File: src/rtl/store_merge_buffer_if.sv
// Store-path bus bundle: pipeline store/load ports and the memory drain port.
// slave is the buffer's view; master is the pipeline/memory side.
interface store_merge_buffer_if #(
   parameter int DATA_W = 32
) ();
   localparam int BYTES = DATA_W / 8;

   logic              st_valid;
   logic [1:0]        st_size;
   logic [31:0]       st_addr;
   logic [DATA_W-1:0] st_data;
   logic              st_ready;
   logic              st_exc;

   logic              ld_valid;
   logic [31:0]       ld_addr;
   logic              ld_hazard;

   logic              mem_valid;
   logic [31:0]       mem_addr;
   logic [DATA_W-1:0] mem_data;
   logic [BYTES-1:0]  mem_be;
   logic              mem_ready;

   modport slave (
      input  st_valid, st_size, st_addr, st_data,
      output st_ready, st_exc,
      input  ld_valid, ld_addr,
      output ld_hazard,
      output mem_valid, mem_addr, mem_data, mem_be,
      input  mem_ready
   );

   modport master (
      output st_valid, st_size, st_addr, st_data,
      input  st_ready, st_exc,
      output ld_valid, ld_addr,
      input  ld_hazard,
      input  mem_valid, mem_addr, mem_data, mem_be,
      output mem_ready
   );
endinterface

File: src/rtl/store_merge_buffer.sv
// Store queue between MEM and the data bus: lane placement, address-map
// checks, same-word merging into the youngest entry, in-order drain.
module store_merge_buffer #(
   parameter int          DATA_W  = 32,
   parameter int          DEPTH   = 4,
   parameter logic [31:0] MEM_LSA = 32'h0000_0000,
   parameter logic [31:0] MEM_MSA = 32'h0000_2FFF,
   parameter logic [31:0] IO_LSA  = 32'h0000_7F00,
   parameter logic [31:0] IO_MSA  = 32'h0000_7F2B
) (
   input  logic                       clk,
   input  logic                       reset,
   store_merge_buffer_if.slave        bus,
   output logic [$clog2(DEPTH+1)-1:0] count,
   output logic                       empty
);
   localparam int BYTES = DATA_W / 8;
   localparam int OFF   = $clog2(BYTES);
   localparam int PW    = $clog2(DEPTH);
   localparam int CW    = $clog2(DEPTH + 1);

   localparam logic [31:0]   WMASK = ~((32'd1 << OFF) - 32'd1);
   localparam logic [PW-1:0] ONE_P = 1;

   logic [31:0]       addr_q [DEPTH];
   logic [DATA_W-1:0] data_q [DEPTH];
   logic [BYTES-1:0]  be_q   [DEPTH];
   logic [PW-1:0]     head, tail, young;
   logic [CW-1:0]     cnt_q, cnt_after;

   logic              in_mem, in_io, mis, bad;
   logic [31:0]       st_word, ld_word;
   logic [OFF-1:0]    off;
   logic [OFF+2:0]    sh;
   logic [BYTES-1:0]  raw_be, new_be;
   logic [DATA_W-1:0] raw_data, new_data;
   logic              full, accept, pop, merge, alloc;
   logic              hit;
   logic [PW-1:0]     rel;

   // Unsigned offset compare keeps the range check free of >= 0 terms.
   assign in_mem = (bus.st_addr - MEM_LSA) <= (MEM_MSA - MEM_LSA);
   assign in_io  = (bus.st_addr - IO_LSA) <= (IO_MSA - IO_LSA);

   always_comb begin
      mis = 1'b0;
      unique case (1'b1)
         bus.st_size == 2'b01: mis = bus.st_addr[0];
         bus.st_size == 2'b10: mis = bus.st_addr[1:0] != 2'b00;
         bus.st_size == 2'b11: mis = bus.st_addr[2:0] != 3'b000;
         default:              mis = 1'b0;
      endcase
   end

   assign bad = !(in_mem || in_io) || mis
              || (bus.st_size == 2'b11 && DATA_W == 32)
              || (in_io && bus.st_size != 2'b10);

   assign bus.st_exc = bus.st_valid && bad;

   assign st_word = bus.st_addr & WMASK;
   assign ld_word = bus.ld_addr & WMASK;
   assign off     = bus.st_addr[OFF-1:0];
   assign sh      = {off, 3'b000};

   always_comb begin
      raw_be   = '0;
      raw_data = '0;
      for (int i = 0; i < BYTES; i++) begin
         raw_be[i] = i < (32'd1 << bus.st_size);
         if (raw_be[i])
            raw_data[8*i +: 8] = bus.st_data[8*i +: 8];
      end
   end

   assign new_be   = raw_be << off;
   assign new_data = raw_data << sh;

   assign full      = cnt_q == CW'(DEPTH);
   assign empty     = cnt_q == '0;
   assign count     = cnt_q;
   assign young     = tail - ONE_P;
   assign pop       = !empty && bus.mem_ready;
   assign cnt_after = cnt_q - CW'(pop);
   assign accept    = bus.st_valid && !full && !bad;

   // Requiring two entries after the pop keeps the head out of reach.
   assign merge = accept && in_mem
               && cnt_after >= CW'(2)
               && addr_q[young] == st_word;
   assign alloc = accept && !merge;

   assign bus.st_ready  = !full;
   assign bus.mem_valid = !empty;
   assign bus.mem_addr  = addr_q[head];
   assign bus.mem_data  = data_q[head];
   assign bus.mem_be    = be_q[head];

   // Occupancy is the pointer distance from head, so the popping head counts.
   always_comb begin
      hit = 1'b0;
      rel = '0;
      for (int i = 0; i < DEPTH; i++) begin
         rel = PW'(i) - head;
         if ({1'b0, rel} < cnt_q && addr_q[i] == ld_word)
            hit = 1'b1;
      end
   end

   assign bus.ld_hazard = bus.ld_valid && hit;

   always_ff @(posedge clk) begin
      if (reset) begin
         head  <= '0;
         tail  <= '0;
         cnt_q <= '0;
         for (int i = 0; i < DEPTH; i++) begin
            addr_q[i] <= '0;
            data_q[i] <= '0;
            be_q[i]   <= '0;
         end
      end else begin
         if (pop)
            head <= head + ONE_P;
         if (alloc) begin
            addr_q[tail] <= st_word;
            data_q[tail] <= new_data;
            be_q[tail]   <= new_be;
            tail         <= tail + ONE_P;
         end
         if (merge) begin
            be_q[young] <= be_q[young] | new_be;
            for (int i = 0; i < BYTES; i++)
               if (new_be[i])
                  data_q[young][8*i +: 8] <= new_data[8*i +: 8];
         end
         cnt_q <= cnt_q + CW'(alloc) - CW'(pop);
      end
   end
endmodule

File: src/flat_wrapper.sv
// flat-port wrapper written by rule: the top's interface ports become plain ports
module store_merge_buffer_flat 
#(
   parameter int          DATA_W  = 32,
   parameter int          DEPTH   = 4,
   parameter logic [31:0] MEM_LSA = 32'h0000_0000,
   parameter logic [31:0] MEM_MSA = 32'h0000_2FFF,
   parameter logic [31:0] IO_LSA  = 32'h0000_7F00,
   parameter logic [31:0] IO_MSA  = 32'h0000_7F2B
)
  (clk, reset, count, empty, bus_st_valid, bus_st_size, bus_st_addr, bus_st_data, bus_st_ready, bus_st_exc, bus_ld_valid, bus_ld_addr, bus_ld_hazard, bus_mem_valid, bus_mem_addr, bus_mem_data, bus_mem_be, bus_mem_ready);
  store_merge_buffer_if #(.DATA_W(DATA_W)) bus_i ();
  input  logic clk;
  input  logic reset;
  output logic [$clog2(DEPTH+1)-1:0] count;
  output logic empty;
  input wire logic [$bits(bus_i.st_valid)-1:0] bus_st_valid;
  input wire logic [$bits(bus_i.st_size)-1:0] bus_st_size;
  input wire logic [$bits(bus_i.st_addr)-1:0] bus_st_addr;
  input wire logic [$bits(bus_i.st_data)-1:0] bus_st_data;
  output wire logic [$bits(bus_i.st_ready)-1:0] bus_st_ready;
  output wire logic [$bits(bus_i.st_exc)-1:0] bus_st_exc;
  input wire logic [$bits(bus_i.ld_valid)-1:0] bus_ld_valid;
  input wire logic [$bits(bus_i.ld_addr)-1:0] bus_ld_addr;
  output wire logic [$bits(bus_i.ld_hazard)-1:0] bus_ld_hazard;
  output wire logic [$bits(bus_i.mem_valid)-1:0] bus_mem_valid;
  output wire logic [$bits(bus_i.mem_addr)-1:0] bus_mem_addr;
  output wire logic [$bits(bus_i.mem_data)-1:0] bus_mem_data;
  output wire logic [$bits(bus_i.mem_be)-1:0] bus_mem_be;
  input wire logic [$bits(bus_i.mem_ready)-1:0] bus_mem_ready;
  assign bus_i.st_valid = bus_st_valid;
  assign bus_i.st_size = bus_st_size;
  assign bus_i.st_addr = bus_st_addr;
  assign bus_i.st_data = bus_st_data;
  assign bus_st_ready = bus_i.st_ready;
  assign bus_st_exc = bus_i.st_exc;
  assign bus_i.ld_valid = bus_ld_valid;
  assign bus_i.ld_addr = bus_ld_addr;
  assign bus_ld_hazard = bus_i.ld_hazard;
  assign bus_mem_valid = bus_i.mem_valid;
  assign bus_mem_addr = bus_i.mem_addr;
  assign bus_mem_data = bus_i.mem_data;
  assign bus_mem_be = bus_i.mem_be;
  assign bus_i.mem_ready = bus_mem_ready;
  store_merge_buffer #(.DATA_W(DATA_W), .DEPTH(DEPTH), .MEM_LSA(MEM_LSA), .MEM_MSA(MEM_MSA), .IO_LSA(IO_LSA), .IO_MSA(IO_MSA)) u_core (.clk(clk), .reset(reset), .bus(bus_i), .count(count), .empty(empty));
endmodule
File: config.mk
export PLATFORM = sky130hd
export DESIGN_NAME = store_merge_buffer_flat
export DESIGN_NICKNAME = d
export VERILOG_FILES = /design/src/rtl/store_merge_buffer_if.sv /design/src/rtl/store_merge_buffer.sv /design/src/flat_wrapper.sv
export SDC_FILE = /design/constraint.sdc
export NUM_CORES = 1
export LEC_CHECK = 0
export ABC_AREA = 1
export CAP_MARGIN = 5
export CORE_ASPECT_RATIO = 0.5
export CORE_MARGIN = 5
export CORE_UTILIZATION = 52
export CTS_CLUSTER_DIAMETER = 120
export DETAILED_ROUTE_END_ITERATION = 10
export PLACE_DENSITY_LB_ADDON = 0.25
export SLEW_MARGIN = 30
export SYNTH_ARGS = -nofsm -noshare
export SYNTH_HDL_FRONTEND = slang
export SYNTH_SLANG_ARGS = --single-unit
File: constraint.sdc
create_clock -name clk -period 5 [get_ports clk]
set_clock_uncertainty 0.2 [all_clocks]
set_input_delay 1 -clock clk [delete_from_list [all_inputs] [get_ports clk]]
set_output_delay 1 -clock clk [all_outputs]
set_load 0.03 [all_outputs]
==> flow_metrics.env, run 1 <==
export IMPL_outcome="complete, no violations"
export IMPL_vdd_drop_max_uv=279
export IMPL_rsz0062_at_grt="no"
export IMPL_h_tree_depth=1
export IMPL_final_common_cell="nor2_1"
export IMPL_syn_area_um2=16500
export IMPL_grt_max_degree=80
export IMPL_slowest_stage="clkdlybuf4s50_1"
export IMPL_port_buffers=174
export IMPL_path_max_fanout=4
export IMPL_drtPass1Iterations=6
export IMPL_postSynth_asyncResetShare_pct=0
export IMPL_grt_pass1_vias=13972
export IMPL_place_congestion=0.990
export IMPL_netlist_instances=1928
export IMPL_startpoint_type="input port"
export IMPL_critPathRequiredTime_ps=3800
export IMPL_hpwl_um=36000
export IMPL_wire_per_inst_um=19.6
export IMPL_worst_slack_ps=294
export IMPL_num_vias=14676
export IMPL_max_cap_violations=0
export IMPL_clock_path_buffers=3
export IMPL_critPathCaptureType="output port"
export IMPL_syn_avg_cell_area_um2=8.54
export IMPL_finalWorstPathRequiredPeriod_ps=4710
export IMPL_clk_pin_slew_ps=70
export IMPL_antenna_found_initial=0
export IMPL_use_met1_pct=37.7
export IMPL_post_cts_buffers=0
export IMPL_cpPeakStageDelay_ps=530
export IMPL_die_x_um=262
export IMPL_core_area_um2=31400
export IMPL_fmax_mhz=212
export IMPL_swShare_pct=37.6
export IMPL_final_setup_tns_ps=0
export IMPL_use_met3_pct=5.35
export IMPL_start_util_pct=52.4
export IMPL_syn_to_final_growth_pct=20.9
export IMPL_power_frac_seq_pct=35.5
export IMPL_whs_ps=380
export IMPL_arrival_ps=3510
export IMPL_crit_family="simple AND/OR/NAND/NOR gates"
export IMPL_grt_total_usage_pct=28.0
export IMPL_fillers=2698
export IMPL_drt_iter0_markers=1538
export IMPL_tightest_slew_ps=887
export IMPL_p_int_mw=4.88
export IMPL_power_switching_mw=2.94
export IMPL_ys_seq_elements=273
export IMPL_p_per_area_nw_per_um2=393
export IMPL_period_share_pct=94.1
export IMPL_p_leak_nw=7.84
export IMPL_hp_class="reg2reg"
export IMPL_ys_warn_count=0
export IMPL_layout_common_cells="375 x nor2_1, 303 x nand2_1, 264 x edfxtp_1"
export IMPL_clk_latency_ps=580
export IMPL_synth_top_cell_by_area="edfxtp_1"
export IMPL_maxSlewHeadroom_pct=40.9
export IMPL_cts_buffers=26
export IMPL_critPathKind="in2out"
export IMPL_grt_pass1_wl_um=77100
export IMPL_die_h_um=136
export IMPL_post_cts_resized=0
export IMPL_fin_nets=2272
export IMPL_combPwrFrac_pct=38.0
export IMPL_post_place_ws_ps=169
export IMPL_final_antenna_net_count=0
export IMPL_yosys_top_cells_area="edfxtp_1 48%, nor2_1 8.6%, nand2_1 6.9%"
export IMPL_fin_cells=2612
export IMPL_overflow=0
export IMPL_drt_wl_total_um=51100
export IMPL_slew_viol_final=0
export IMPL_synth_top_area_share_pct=48.1
export IMPL_synth_cell_types=58
export IMPL_num_antenna_cells=0
export IMPL_hold_buffers=0
export IMPL_path_buf_inv=3
export IMPL_dpl_cell_count=2564
export IMPL_grtUsageMet2_pct=46.4
export IMPL_worstPathCellList="clkdlybuf4s50_1 -> nor2_1 -> nand2_1 -> nor2_1 -> nand3_1 -> nand2_1 -> nand2_1 -> nor2_1 -> nand3_1 -> nor2_1 -> nand3_1 -> nand3_2 -> nand2_1 -> inv_1 -> buf_4"
export IMPL_drcViolationCount=0
export IMPL_root_buffer="clkbuf_16"
export IMPL_clockPowerShare_pct=26.5
export IMPL_cts_tree="done"
export IMPL_ys_flop_type="edfxtp_1"
export IMPL_top_usage_layer="met2"
export IMPL_layout_drive_gt1_share_pct=8.21
export IMPL_ys_seq_area_share_pct=49.2
export IMPL_setup_viol=0
export IMPL_final_hold_viol_count=0
export IMPL_dieArea_um2=35500
export IMPL_clock_sinks=273
export IMPL_num_io_pins=179
export IMPL_num_rows=46
export IMPL_synth_edf_count=264
export IMPL_viasPerCell=5.62
final cells by class:
class	count	area (um^2)	share of cell area, %
sequential	273	8110	40.8
multi-input combinational	1452	7510	37.7
timing repair buffer	233	2200	11.1
clock buffer	31	669	3.36
inverter	174	661	3.32
tap	432	541	2.72
clock inverter	17	206	1.04
logic make-up after synthesis:
| family | share of synthesized area (%) |
|---|---|
| mux | 0.304 |
| simple gates | 24.8 |
| xor+xnor | 5.84 |
| compound gates | 12.2 |
| other cells | 0.0228 |
| buf+inv | 6.82 |
| fa+ha+maj | 0.729 |
| flops | 49.2 |
per-layer routing:
| layer | vias up | wire [um] | part of all wire, % |
|---|---|---|---|
| met1 | 6924 | 21000 | 41 |
| met3 | 108 | 4750 | 9.3 |
| li1 | 6948 | - | - |
| met5 | - | 0 | 0 |
| met2 | 696 | 23700 | 46 |
| met4 | 0 | 1610 | 3.1 |
synth_stat cells, drive strengths merged, types with 3 or more instances:
cell type,number
a32oi,3
clkbuf,68
mux2i,5
o21ai,186
dfxtp,9
o22ai,72
a22oi,23
nor4,11
nand2,309
nor3,38
o22a,6
or2,17
nand3,96
o211ai,11
nor2,396
inv,172
ha,8
xor2,59
nand4,30
nor3b,10
a21oi,34
buf,30
edfxtp,264
xnor2,50
sequential cells by signal, summed over array words and instances (netlist names), named ones only:
register,count
u_core.addr_q,120
u_core.be_q,16
u_core.count,3
u_core.data_q,128
u_core.head,2
u_core.tail,2
worst paths after layout:
path / to / slack (ps) / start / depth (start not counted)
worst min-delay path: flop / 380 / u_core.head[0] / 2
worst min register to register: flop / 380 / u_core.head[0] / 2
worst max register to register: u_core.data_q[1][20] / 580 / u_core.tail[1] / 16
worst max-delay path: bus_st_exc / 290 / bus_st_addr[17] / 15
per-stage QoR:
step                      cell area, um^2  utilization (%)  total power, mW
after floorplan                     16700                -             4.55
after global placement              19000             60.6             5.73
after detailed placement            19000             60.6             5.76
after CTS                           19900             63.4             7.83
after global routing                19900             63.4             8.13
final                               19900             63.4             7.82
power groups by stage:
| stage | logic [mW] | registers (mW) | clock network (mW) |
|---|---|---|---|
| after floorplan | 1.77 | 2.77 | 0 |
| after global placement | 2.91 | 2.82 | 0 |
| after detailed placement | 2.94 | 2.82 | 0 |
| after CTS | 2.96 | 2.78 | 2.09 |
| after global routing | 3.17 | 2.79 | 2.17 |
| final | 2.97 | 2.78 | 2.07 |
worst reg2reg max path: stages (launching register included):
cell and delay (ps):
dfxtp_2 650, inv_4 240, nor2_8 180, buf_4 450, a21oi_1 130, o21ai_1 120
xor2_1 280, nand2_1 120, nor2_1 110, nand2_1 70, nor2_2 130, nand3_1 250
nand4_2 220, nand2_4 210, inv_2 210, nand3_2 90, nand2_1 380
Power figures use the tool's default switching activity.
==> run 2: changes to the inputs <==
- CORE_UTILIZATION: 52 -> 55
- clock period: 5 -> 5.8 ns (I/O delays scaled with it)
==> run 2 against run 1 <==
Effect of this change:
- power fell by 15%
- register-to-register slack better by 480 ps
- largest power group unchanged
- die area down 5.2%
==> flow_metrics.env, run 2 (synthesis gave the netlist of run 1 again) <==
export IMPL_outcome="complete, no violations"
export IMPL_arrival_ps=4270
export IMPL_dieArea_um2=33700
export IMPL_drt_iter0_markers=1865
export IMPL_seqCellArea_um2=8110
export IMPL_combPwrFrac_pct=38.6
export IMPL_final_hold_viol_count=0
export IMPL_cts_tree="done"
export IMPL_power_frac_seq_pct=36.1
export IMPL_die_x_um=255
export IMPL_worstPathCellList="clkdlybuf4s50_1 -> nor2_4 -> inv_1 -> nor2_1 -> nand3_1 -> nand2_1 -> nand2_1 -> nor2_1 -> nand3_1 -> nor2_1 -> nand3_1 -> nand3_2 -> nand2_1 -> inv_1 -> clkdlybuf4s50_1"
export IMPL_dpl_cell_count=2498
export IMPL_whs_path_depth=2
export IMPL_wire_per_inst_um=19.8
export IMPL_final_setup_tns_ps=0
export IMPL_p_per_area_nw_per_um2=337
export IMPL_fmax_mhz=178
export IMPL_clk_latency_ps=570
export IMPL_critPathKind="in2out"
export IMPL_max_cap_violations=0
export IMPL_holdCritStartpoint="u_core.head[0]"
export IMPL_hpwl_um=34700
export IMPL_slowest_stage="clkdlybuf4s50_1"
export IMPL_maxSlewHeadroom_pct=37.8
export IMPL_multiInputGateArea_um2=7510
export IMPL_fin_nets=2247
export IMPL_layout_common_cells="375 x nor2_1, 303 x nand2_1, 264 x edfxtp_1"
export IMPL_grt_pass1_vias=14040
export IMPL_period_share_pct=97.0
export IMPL_post_dp_cell_area_um2=18800
export IMPL_total_power_mw=6.62
export IMPL_h_tree_depth=1
export IMPL_slew_viol_final=0
export IMPL_critPathCaptureType="output port"
export IMPL_grt_total_usage_pct=29.0
export IMPL_num_antenna_cells=0
export IMPL_num_io_pins=179
export IMPL_startpoint_type="input port"
export IMPL_drtPass1Iterations=5
export IMPL_swShare_pct=38.1
export IMPL_path_max_fanout=6
export IMPL_power_switching_mw=2.52
export IMPL_final_util_pct=67.2
export IMPL_finalWorstPathRequiredPeriod_ps=5630
export IMPL_cts_buffers=26
export IMPL_regToRegSetupSlack_ps=1060
export IMPL_post_cts_buffers=0
export IMPL_tightest_slew_ps=932
export IMPL_fin_cells=2546
export IMPL_regToRegEndpoint="u_core.data_q[1][18]"
export IMPL_viasPerCell=5.81
export IMPL_port_buffers=174
export IMPL_num_rows=44
export IMPL_worstReg2RegStart="u_core.tail[0]"
export IMPL_clock_path_buffers=3
export IMPL_layout_drive_gt1_share_pct=7.19
export IMPL_clock_sinks=273
export IMPL_cpPeakStageDelay_ps=670
export IMPL_start_util_pct=56.3
export IMPL_largest_register_ffs=128
export IMPL_place_congestion=0.967
export IMPL_p_leak_nw=7.72
export IMPL_reg2reg_depth=17
export IMPL_overflow=0
export IMPL_drt_wl_total_um=50500
export IMPL_post_cts_resized=0
export IMPL_num_vias=14804
export IMPL_top_register="u_core.data_q"
export IMPL_syn_to_final_growth_pct=19.2
export IMPL_clk_pin_slew_ps=60
export IMPL_vdd_drop_max_uv=236
export IMPL_p_int_mw=4.10
export IMPL_core_area_um2=29200
export IMPL_fillers=2368
export IMPL_final_common_cell="nor2_1"
export IMPL_rsz0062_at_grt="no"
export IMPL_final_antenna_net_count=0
export IMPL_hold_buffers=0
export IMPL_fin_area_um2=19600
export IMPL_hp_class="reg2reg"
export IMPL_die_h_um=132
export IMPL_root_buffer="clkbuf_16"
export IMPL_reg_top3="u_core.data_q x128, u_core.addr_q x120, u_core.be_q x16"
export IMPL_antenna_found_initial=0
export IMPL_grt_max_degree=88
export IMPL_critPathRequiredTime_ps=4440
export IMPL_clockPowerShare_pct=25.3
export IMPL_setup_viol=0
export IMPL_grt_pass1_wl_um=77100
export IMPL_drcViolationCount=0
run 2: cell type report:
cell class | instances | area share [%]
multi-input combinational | 1452 | 38.3
tap | 391 | 2.49
clock buffer | 35 | 3.54
sequential | 273 | 41.3
clock inverter | 13 | 0.612
timing repair buffer | 208 | 10.4
inverter | 174 | 3.36
run 2: worst max path at each step:
stage | start | depth (start not counted) | to | slack [ps]
final | bus_st_addr[16] | 15 | bus_st_exc | 170
after global routing | bus_st_addr[16] | 15 | bus_st_exc | 70
after CTS | bus_st_addr[16] | 15 | bus_st_exc | 290
after detailed placement | bus_st_addr[16] | 15 | bus_st_exc | 300
after global placement | bus_st_addr[16] | 15 | bus_st_exc | 290
after floorplan | u_core.count[2] | 19 | u_core.addr_q[1][0] | -360
run 2: worst max-delay path: cells and delay by family:
family,cells,cell delay (ps)
buffers and inverters,4,1390
AND/OR/NAND/NOR,11,1720
run 2: power groups by stage:
stage                     registers, mW  clock network [mW]  logic [mW]
after floorplan                    2.39                   0        1.53
after global placement             2.42                   0        2.51
after detailed placement           2.43                   0        2.53
after CTS                          2.39                1.67        2.55
after global routing               2.40                1.76        2.74
final                              2.39                1.67        2.56
run 2: routing by layer:
metal / routed length [um] / track usage (%) / part of all wire, %
met1: 20100 / 40.7 / 40
met2: 23200 / 47.1 / 46
met3: 5670 / 4.38 / 11
met4: 1600 / 8.54 / 3.2
met5: 0 / 0 / 0
run 2: per-stage QoR:
stage | hold slack [ps] | worst slack, ps
finish | 379 | 175
global route | 416 | 66.2
CTS | 378 | 293
detailed placement | 363 | 299
global placement | 340 | 286
floorplan | 318 | -358
